===== src/rtl/datapath.sv =====
// Datapath for the 8-bit accumulator machine: PC, IR, accumulator A and a unified
// program/data memory, driven cycle by cycle by the control unit's control word.
module datapath #(
    parameter int DW = 8,
    parameter int AW = 5
) (
    input  logic          Clock,
    input  logic          Reset,
    input  logic          IRload,
    input  logic          PCload,
    input  logic          JMPmux,
    input  logic          Meminst,
    input  logic          MemWr,
    input  logic          Aload,
    input  logic [1:0]    Asel,
    input  logic          Sub,
    input  logic [DW-1:0] Input,
    input  logic          LoadEn,
    input  logic [AW-1:0] LoadAddr,
    input  logic [DW-1:0] LoadData,
    output logic [2:0]    IR,
    output logic          Aeq0,
    output logic          Apos,
    output logic [DW-1:0] Output,
    output logic [AW-1:0] PCout,
    output logic [DW-1:0] IRout
);

    localparam int DEPTH = 2 ** AW;

    logic [AW-1:0] pc_reg;
    logic [DW-1:0] ir_reg;
    logic [DW-1:0] a_reg;
    logic [DW-1:0] mem [0:DEPTH-1];

    logic [AW-1:0] mem_addr;
    logic [DW-1:0] mem_rdata;
    logic [DW-1:0] add_operand;
    logic [DW-1:0] sum;
    logic [AW-1:0] pc_next;
    logic [DW-1:0] a_next;

    assign mem_addr    = Meminst ? pc_reg : ir_reg[AW-1:0];
    assign mem_rdata   = mem[mem_addr];

    // Subtraction as A + ~M + 1; carry out is dropped so the result wraps.
    assign add_operand = Sub ? ~mem_rdata : mem_rdata;
    assign sum         = a_reg + add_operand + {{(DW-1){1'b0}}, Sub};

    assign pc_next     = JMPmux ? ir_reg[AW-1:0] : pc_reg + {{(AW-1){1'b0}}, 1'b1};

    always_comb begin
        a_next = '0;
        case (Asel)
            2'b00:   a_next = sum;
            2'b01:   a_next = Input;
            2'b10:   a_next = mem_rdata;
            default: a_next = '0;
        endcase
    end

    always_ff @(posedge Clock or posedge Reset) begin
        if (Reset) begin
            pc_reg <= '0;
            ir_reg <= '0;
            a_reg  <= '0;
        end else begin
            if (PCload) pc_reg <= pc_next;
            if (IRload) ir_reg <= mem_rdata;
            if (Aload)  a_reg  <= a_next;
        end
    end

    // Memory is never cleared; the load port wins over a datapath store on the same edge.
    always_ff @(posedge Clock) begin
        if (!Reset) begin
            if (LoadEn)
                mem[LoadAddr] <= LoadData;
            else if (MemWr)
                mem[mem_addr] <= a_reg;
        end
    end

    assign IR     = ir_reg[DW-1:DW-3];
    assign IRout  = ir_reg;
    assign PCout  = pc_reg;
    assign Output = a_reg;
    assign Aeq0   = (a_reg == '0);
    assign Apos   = ~a_reg[DW-1];

endmodule


===== config.mk =====
export PLATFORM = sky130hd
export DESIGN_NAME = datapath
export DESIGN_NICKNAME = d
export VERILOG_FILES = /design/src/rtl/datapath.sv
export SDC_FILE = /design/constraint.sdc
export NUM_CORES = 1
export LEC_CHECK = 0
export BUFFER_PORTS_ARGS = -buffer_cell sky130_fd_sc_hd__buf_2
export CAP_MARGIN = 20
export CORE_MARGIN = 1
export CORE_UTILIZATION = 40
export CTS_CLUSTER_SIZE = 16
export DETAILED_ROUTE_END_ITERATION = 10
export GPL_TIMING_DRIVEN = 0
export PLACE_DENSITY = 0.56
export SLEW_MARGIN = 20
export SYNTH_ARGS = -nofsm -noshare
export SYNTH_HDL_FRONTEND = slang
export SYNTH_SLANG_ARGS = --single-unit

===== constraint.sdc =====
create_clock -name Clock -period 4.4 [get_ports Clock]
set_clock_uncertainty 0.15 [all_clocks]
set_input_delay 0.22 -clock Clock [delete_from_list [all_inputs] [get_ports Clock]]
set_output_delay 0.22 -clock Clock [all_outputs]
set_load 0.02 [all_outputs]

* Yosys cells after proc, flatten, opt, wreduce, memory -nomap -nowiden
Memory sizes are Yosys's and may differ from the RTL's.
Index checks and enable logic that the tools add are counted.
** Cells by class
- Add/subtract/negate cells :: 3
- Equal/unequal tests :: 2
- Mux-type cells :: 14
- Bitwise gates (word level) :: 2
- Reduce and logical (&&, ||, !) cells :: 3
** Operators with widths (count)
- $pmux 8 s3 :: 1
- $mux 8 :: 2
- $mux 5 :: 3
- $add 8x1->8 :: 1
- $add 8x8->8 :: 1
- $logic_not 8->1 :: 1
- $mux 1 :: 8
- $not 8->8 :: 1
- $reduce_or 8->1 :: 1
- $add 5x1->5 const B :: 1
- $eq 2x1->1 const B :: 1
- $eq 2x2->1 const B :: 1
- $logic_not 2->1 :: 1
- $not 1->1 :: 1
** Storage, ports and cells
- Bits in registers :: 21
- RAM bits :: 256
- Input port bits :: 33
- Output and inout port bits :: 26
- Logic and storage cells :: 28
- Memories :: 1
** Memory list
- mem :: words 32, bits a word 8, rd ports 1, clocked after memory_dff 0, wr ports 1, line 34 : logic [DW-1:0] mem [0:DEPTH-1];

* Logic depth before layout (Yosys ltp)
Gate-level depths: netlist of the first run.
An unclocked memory read counts as a cell.
- Depth in word-level cells :: 7
- Depth in mapped cells :: 21
- Depth with buffers taken out :: 18

* Worst setup path before layout of the first run
Ideal clock, no wire load.
- Kind :: register to register
- Start point :: register pc_reg[0], in the netlist PCout[0]
- End point :: register a_reg[6], in the netlist Output[6]
- Setup time :: 0.077 ns
- Data arrival time :: 4.184 ns
- Setup slack :: -0.012 ns
- Cell stages (with the launch flop) :: 20
- Buffers on the path :: 3
- Cells stage by stage :: dfrtp_1 mux2i_4 buf_6 buf_4 buf_2 mux4_2 nand2_1 nand3_1 a31oi_1 xnor2_1 fa_1 a21o_1 a21oi_1 o21bai_1 a21oi_1 xnor2_1 nor2_1 a211oi_1 a21oi_1 a21oi_1
** On the way
- Word-level cells in the longest chain between the ends :: 7
** Ends and longest elaborated chain
- from (decl) :: line 31 : logic [AW-1:0] pc_reg;
- from (signal assigned) :: line 68 : if (PCload) pc_reg <= pc_next;
- $mux 5 * :: line 43 : assign mem_addr = Meminst ? pc_reg : ir_reg[AW-1:0];
- $mem_v2 32x8 *
- $not 8->8 :: line 47 : assign add_operand = Sub ? ~mem_rdata : mem_rdata;
- $mux 8 :: line 47
- $add 8x8->8 :: line 48 : assign sum = a_reg + add_operand + {{(DW-1){1'b0}}, Sub};
- $add 8x1->8 :: line 48
- $pmux 8 s3 * :: line 54 : case (Asel)
- to (signal assigned) :: line 70 : if (Aload) a_reg <= a_next;
- to (decl) :: line 33 : logic [DW-1:0] a_reg;
Every way passes the cells marked *; elsewhere a longest branch is shown, timed or not.
A chain may end at the register's enable or synchronous reset.

* Worst setup path in the final report of the first run
- Start point :: register ir_reg[0], in the netlist IRout[0]
- End point :: register a_reg[1], in the netlist Output[1]
** On the way
- Word-level cells in the longest chain between the ends :: 7
** Ends and longest elaborated chain
- from (decl) :: line 32 : logic [DW-1:0] ir_reg;
- from (signal assigned) :: line 69 : if (IRload) ir_reg <= mem_rdata;
- $mux 5 * :: line 43
- $mem_v2 32x8 *
- $not 8->8 :: line 47
- $mux 8 :: line 47
- $add 8x8->8 :: line 48
- $add 8x1->8 :: line 48
- $pmux 8 s3 * :: line 54
Marked as above.

==> summary.md, run 1 <==
| Metric | Value |
|---|---|
| Post-synth ARST share | `7.58%` |
| Post-route DRC | `0` |
| PortBufs | `55` |
| Top-Level Pins | `59` |
| Total CTS buffers | `30` |
| Clk slew on worst S/H paths | `60 ps` |
| Critical path arrival | `4620 ps` |
| Max cap viols | `0` |
| Worst hold path class | `input pin to register` |
| WL/cell | `24.1 um` |
| Req. time, crit path | `4730 ps` |
| Final WL | `30800 um` |
| Detail Route Antenna Nets | `0` |
| Slew HR | `34.5%` |
| Vias in the first global route | `7074` |
| CP Launch Type | `register` |
| DR vias/cell | `5.62` |
| Initial antenna violation count | `0` |
| Routability cong. | `0.895` |
| Final Hold Viols | `0` |
| Crit Path Category | `register to register` |
| Highest Clock Rate | `233 MHz` |
| Synthesized cell area | `11900 sq um` |
| Final setup viols | `0` |
| Dpl cells | `1183` |
| Filler Cells Inserted | `2461` |
| Non-filler cells, final | `1277` |
| Die Width | `175 um` |
| Initial Util | `41.2%` |
| Layout cell share with drive strength beyond 1 | `27.4%` |
| Area of the die | `30600 sq um` |
| DP HPWL | `20100 um` |
| Power per cell area | `684 nW/um^2` |
| Max VDD drop | `369 uV` |
| N_diodes | `0` |
| CP endpoint kind | `register` |
| Die H | `175 um` |
| Worst-case reg-to-reg path depth | `14` |
| Hold Path Stages | `3` |
| Avg Synthesized Cell Area | `16.1 sq um` |
| Post-route cell area | `14300 sq um` |
| Synth unique cells | `57` |
| Seq/Total Area, Yosys | `68.7%` |
| Worst Path Max Fanout | `10` |
| Leak Pwr | `4.85 nW` |
| Yosys reg bits | `277` |
| CTS tree | `done` |
| GRT overflow | `0` |
| Clock root buffer | `clkbuf_16` |
| Area Overhead vs Synth | `20.1%` |
| Commonest non-fill, non-tap cell in the layout | `edfxtp_1` |
| Worst-Margin Slew | `979 ps` |
| Most frequent cells in the layout | `edfxtp_1, nand2_1, nor2_1` |
| Worst-Skew Late Latency | `550 ps` |
| Initial DRT Pass Iterations | `4` |
| H-tree depth | `1` |
| Nets | `915` |
| Post-synth EDFFs | `256` |
| Part of the cycle the worst path needs | `97.6%` |
| Post-Synthesis Cells | `744` |
| Slew Limit Fails | `0` |
| Clock period minus worst slack | `4290 ps` |
| DP Area | `12700 sq um` |
| Sum Neg Setup Slack | `0 ps` |
| Pin count of the biggest net entering global routing | `33` |
| First-pass GRT wire length | `45500 um` |
| Via count | `7182` |
| Clock Sinks | `277` |
| Synthesized net count | `785` |
| Maximum clock path buffer count | `3` |
| Top FF cell, synth | `edfxtp_1` |
| Initial drt markers | `803` |
| Syn. warnings | `0` |
| Row Count | `62` |
| Core ar. | `29000 sq um` |
| Total Routing Usage GR | `20.4%` |
| Status | `finished, final reports clean` |
[logic make-up after synthesis]
kind of cell               Yosys count  share of synthesized area, %
muxes                               84                          13.7
xor gates and xnor gates            13                         0.953
buffers and inverters               52                          2.19
AOI/OAI and AO/OA                  102                          5.56
DFF                                277                          68.7
adders and majority gates            8                         0.901
and+or+nand+nor                    208                          7.92
[area by class of cell]
type | count | area, sq um | area share [%]
multi-input cells | 415 | 3650 | 25.5
inverters | 12 | 45.0 | 0.314
clock inverters | 16 | 161 | 1.13
repair buffers | 99 | 668 | 4.66
clock buffers | 35 | 791 | 5.51
well taps | 384 | 480 | 3.35
flip-flops and latches | 277 | 8220 | 57.3
plain buffers | 39 | 332 | 2.31
[what timing repair did]
item / in CTS / in global routing
setup endpoints to repair: 7 / 4
endpoints found under the hold margin: 36 / 0
resized for setup: 47 / 33
hold buffers: 17 / 0
pin swaps: 4 / 9
setup buffers: 13 / 14
[worst max-delay path: stages, from the launching register on]
cell	delay, ps
dfrtp_2	450
mux2i_4	270
buf_8	170
buf_4	260
mux4_2	590
nand2_1	110
a311oi_2	140
a31oi_4	280
xnor2_2	120
fa_2	580
nor2_1	40
a211oi_1	250
a21oi_1	80
dlygate4sd3_1	580
a21oi_1	140
[worst paths after layout]
check | startpoint | end | slack, ps
max | IRout[0]$_DFFE_PP0P_ | Output[1]$_DFFE_PP0P_ | 110
max in group asynchronous | Reset | IRout[0]$_DFFE_PP0P_ | 3110
min reg2reg | IRout[5]$_DFFE_PP0P_ | IRout[5]$_DFFE_PP0P_ | 400
min | JMPmux | PCout[1]$_DFFE_PP0P_ | 60
max reg2reg | IRout[0]$_DFFE_PP0P_ | Output[1]$_DFFE_PP0P_ | 110
min in group asynchronous | Reset | PCout[1]$_DFFE_PP0P_ | 350
[state kept, by name, summed over array words and instances, names as in the netlist]
register	count
mem	256
IRout	8
Output	8
PCout	5
[report_power, final]
part / leakage, nW / total (mW) / internal, mW / switching [mW]
registers: 2.54 / 3.26 / 3.06 / 0.198
logic: 1.85 / 4.10 / 1.80 / 2.29
clock network: 0.451 / 2.46 / 1.45 / 1.02
[layer usage]
metal | up-vias | part of all wire (%) | global-route usage (%)
met4 | 0 | 3.2 | 5.98
met1 | 3709 | 46 | 30.2
met2 | 236 | 45 | 31.4
met3 | 55 | 5.5 | 2.59
met5 | - | 0 | 0
li1 | 3182 | - | -
[Yosys cell counts (all sizes together) (4+ instances only)]
cell,instances,area (sq um)
o211ai,6,50.1
o21ai,16,80.1
clkbuf,17,63.8
mux2i,14,169
nand2b,16,100
ha,7,87.6
mux2,11,124
a31oi,9,56.3
nand3,23,115
a211oi,4,30.0
inv,12,45.0
a21oi,34,170
a311oi,6,52.6
edfxtp,256,7690
dfrtp,21,526
o31ai,4,30.0
buf,23,153
mux4,59,1350
xnor2,11,96.3
nand4,4,25.0
and3,8,50.1
nand2,78,293
nor2,61,229
[metrics by stage]
stage	setup WS (ps)	power, mW	utilization (%)	hold WS [ps]
finish	107	9.82	49.4	56.5
detailed placement	-1100	6.69	43.8	372
floorplan	86.0	5.58	-	51.7
global route	-59.1	10.2	49.4	95.9
global placement	-1120	6.67	43.8	373
CTS	1.24	9.53	48.7	42.4
Power figures use the tool's default switching activity.
==> run 2, diff against run 1 <==
CORE_UTILIZATION = 55   (was 40)
PLACE_DENSITY = 0.74   (was 0.56)
==> summary.md, run 2 (synthesis gave the netlist of run 1 again) <==
| Metric | Value |
|---|---|
| Status | `finished, final reports clean` |
| Most frequent cells in the layout | `edfxtp_1, nand2_1, nor2_1` |
| Max VDD drop | `343 uV (-7.2%)` |
| Area Overhead vs Synth | `18.4%` |
| Final WS setup | `86.6 ps (-20.4 ps)` |
| Core ar. | `21200 sq um (-27%)` |
| Initial DRT Pass Iterations | `5 (+1)` |
| Multi-input combinational cell area | `3640 sq um (-0.34%)` |
| Internal Power | `6.24 mW (-1.1%)` |
| CP Launch Type | `register` |
| Seq pwr share | `33.4% (+0.2 points)` |
| Critical path's slowest cell | `mux4_2` |
| Post-route DRC | `0 (unchanged)` |
| Initial Util | `56.5% (+15 points)` |
| Sum Neg Setup Slack | `0 ps (unchanged)` |
| Highest Clock Rate | `232 MHz (-0.47%)` |
| CP endpoint kind | `register` |
| Total Routing Usage GR | `26.6% (+6.2 points)` |
| Slew HR | `28.6% (-5.9 points)` |
| Worst-case reg-to-reg path depth | `19 (+5)` |
| PortBufs | `55 (unchanged)` |
| N_diodes | `0 (unchanged)` |
| Worst Path Max Fanout | `10 (unchanged)` |
| Hold Path Stages | `3 (unchanged)` |
| Max cap viols | `0 (unchanged)` |
| Crit-path cells | `mux2i_4 > buf_12 > buf_12 > buf_12 > buf_4 > mux4_2 > nand2_1 > a311oi_2 > a31oi_4 > xnor2_1 > ha_1 > a21oi_2 > o21bai_1 > a21oi_1 > xnor2_1 > nor2_1 > a211oi_2 > a21oi_1 > a21oi_1` |
| Die H | `149 um (-15%)` |
| Crit Path Category | `register to register` |
| Clock Sinks | `277 (unchanged)` |
| Hold EP | `PCout[3]$_DFFE_PP0P_` |
| CTS tree | `done` |
| GRT overflow | `0 (unchanged)` |
| Vias in the first global route | `7390 (+4.5%)` |
| Initial drt markers | `808 (+0.62%)` |
| Pre-CTS setup slack | `-1140 ps (-43.4 ps)` |
| Pin count of the biggest net entering global routing | `33 (unchanged)` |
| Crit-path max cell delay | `510 ps (-80 ps)` |
| Worst-Margin Slew | `1070 ps (+88.0 ps)` |
| Slew Limit Fails | `0 (unchanged)` |
| Power per cell area | `685 nW/um^2 (about the same)` |
| Req. time, crit path | `4730 ps (about the same)` |
| Row Count | `53 (-15%)` |
| Clock period minus worst slack | `4310 ps (+20.4 ps)` |
| Maximum clock path buffer count | `3 (unchanged)` |
| Leak Pwr | `4.82 nW (-0.48%)` |
| Final WL | `28900 um (-6.0%)` |
| CP delay by family, top | `compound AO/OA/AOI/OAI gates` |
| WL/cell | `24.8 um (+2.9%)` |
| Final setup viols | `0 (unchanged)` |
| Total CTS buffers | `27 (-10%)` |
| Part of the cycle the worst path needs | `98.0% (+0.46 points)` |
| Critical path arrival | `4640 ps (+20 ps)` |
| Nets | `912 (-0.33%)` |
| Sw Ratio | `35.6% (-0.11 points)` |
| Die Width | `149 um (-15%)` |
| Via count | `7454 (+3.8%)` |
| Worst R2R Setup Slack | `90 ps (-20 ps)` |
| Layout cell share with drive strength beyond 1 | `27.0% (-0.39 points)` |
| Clock root buffer | `clkbuf_16` |
| Area of the die | `22300 sq um (-27%)` |
| First-pass GRT wire length | `43300 um (-4.9%)` |
| Reg-to-Reg Start | `IRout[0]$_DFFE_PP0P_` |
| Reg-to-reg endpoint | `Output[6]$_DFFE_PP0P_` |
| Min-Delay Startpoint | `JMPmux` |
| Top-Level Pins | `59 (unchanged)` |
| Final core utilization | `66.9% (+17 points)` |
| Clock power share | `24.6% (-0.5 points)` |
| Detail Route Antenna Nets | `0 (unchanged)` |
| Initial antenna violation count | `0 (unchanged)` |
| Commonest non-fill, non-tap cell in the layout | `edfxtp_1` |
| Gate power share | `42.0% (+0.3 points)` |
| RSZ-0062 raised after global routing | `yes` |
| Switching power | `3.45 mW (-1.6%)` |
| Final Hold Viols | `0 (unchanged)` |
| Filler Cells Inserted | `1351 (-45%)` |
| H-tree depth | `1 (unchanged)` |
| DP HPWL | `18800 um (-6.3%)` |
| Worst hold path class | `input pin to register` |
| Max FFs per register | `256 (unchanged)` |
| Routability cong. | `0.980 (+9.6%)` |
| Clk slew on worst S/H paths | `60 ps (about the same)` |
| DR vias/cell | `6.39 (+14%)` |
| Register area | `8220 sq um (unchanged)` |
| CP Buf/Inv Count | `4 (+1)` |
| Worst-Skew Late Latency | `550 ps (about the same)` |
| Most flops, register | `mem` |
## run 2: cell count changes in the layout (fill, tap and decap cells not counted), moves of 2 or more
cell,before,now
clkinvlp_4,4,1
clkbuf_2,7,5
clkbuf_8,0,2
clkbuf_16,31,27
clkbuf_1,13,17
clkinv_1,6,4
## run 2: worst reg2reg max path: cells and delay by family, from the launching register on
kind	cells	cell delay (ps)
buffers and inverters	4	630
muxes	2	790
DFF	1	460
and+or+nand+nor	2	190
AOI/OAI and AO/OA	8	1400
xor gates and xnor gates	2	270
adders and majority gates	1	380
## run 2: how the worst max path moves through the flow
stage                         start               endpoint  slack [ps]  depth (start not counted)
3_5_place_dp                Meminst  Output[6]$_DFFE_PP0P_       -1140                         22
3_3_place_gp                Meminst  Output[6]$_DFFE_PP0P_       -1020                         22
5_1_grt        PCout[0]$_DFFE_PP0P_  Output[6]$_DFFE_PP0P_         -40                         19
2_1_floorplan  PCout[0]$_DFFE_PP0P_  Output[6]$_DFFE_PP0P_          90                         19
6_report       IRout[0]$_DFFE_PP0P_  Output[6]$_DFFE_PP0P_          90                         19
4_1_cts        PCout[1]$_DFFE_PP0P_  Output[6]$_DFFE_PP0P_          20                         21
## run 2: metal layers
layer  share of wire (%)  vias up  GRT usage (%)
li1                    -     3182              -
met1                  39     3735           36.3
met2                  47      436           42.1
met3                 9.0      101           4.34
met4                 5.1        0           12.7
met5                   0        -              0
## run 2: power by group through the flow
stage / sequential, mW / clock, mW / combinational [mW]
finish: 3.24 / 2.38 / 4.07
CTS: 3.23 / 2.39 / 3.75
floorplan: 3.34 / 0 / 2.24
detailed placement: 3.28 / 0 / 3.36
global placement: 3.27 / 0 / 3.28
global route: 3.25 / 2.50 / 4.30
## run 2: layout make-up
class / count / area share, %
Timing Repair Buffer: 98 / 4.60
Buffer: 40 / 2.39
Clock inverter: 15 / 1.38
Tap cell: 275 / 2.43
Multi-Input combinational cell: 415 / 25.7
Clock buffer: 34 / 5.10
Sequential cell: 277 / 58.1
Inverter: 12 / 0.318
## run 2: repair_timing
action / CTS / global route
setup endpoints to repair: 7 / 6
pin swaps: 3 / 9
hold buffers: 18 / 0
resized for setup: 47 / 30
endpoints found under the hold margin: 36 / 0
buffers inserted: 9 / 16
## run 2: metrics by stage
step	instance area, sq um	total power [mW]	instances	hold slack (ps)
3_3_place_gp	12600	6.54	1074	308
5_1_grt	14100	10.0	1166	113
2_1_floorplan	11900	5.58	744	51.7
4_1_cts	13900	9.37	1150	40.9
6_report	14100	9.69	1166	65.2
3_5_place_dp	12600	6.64	1074	346
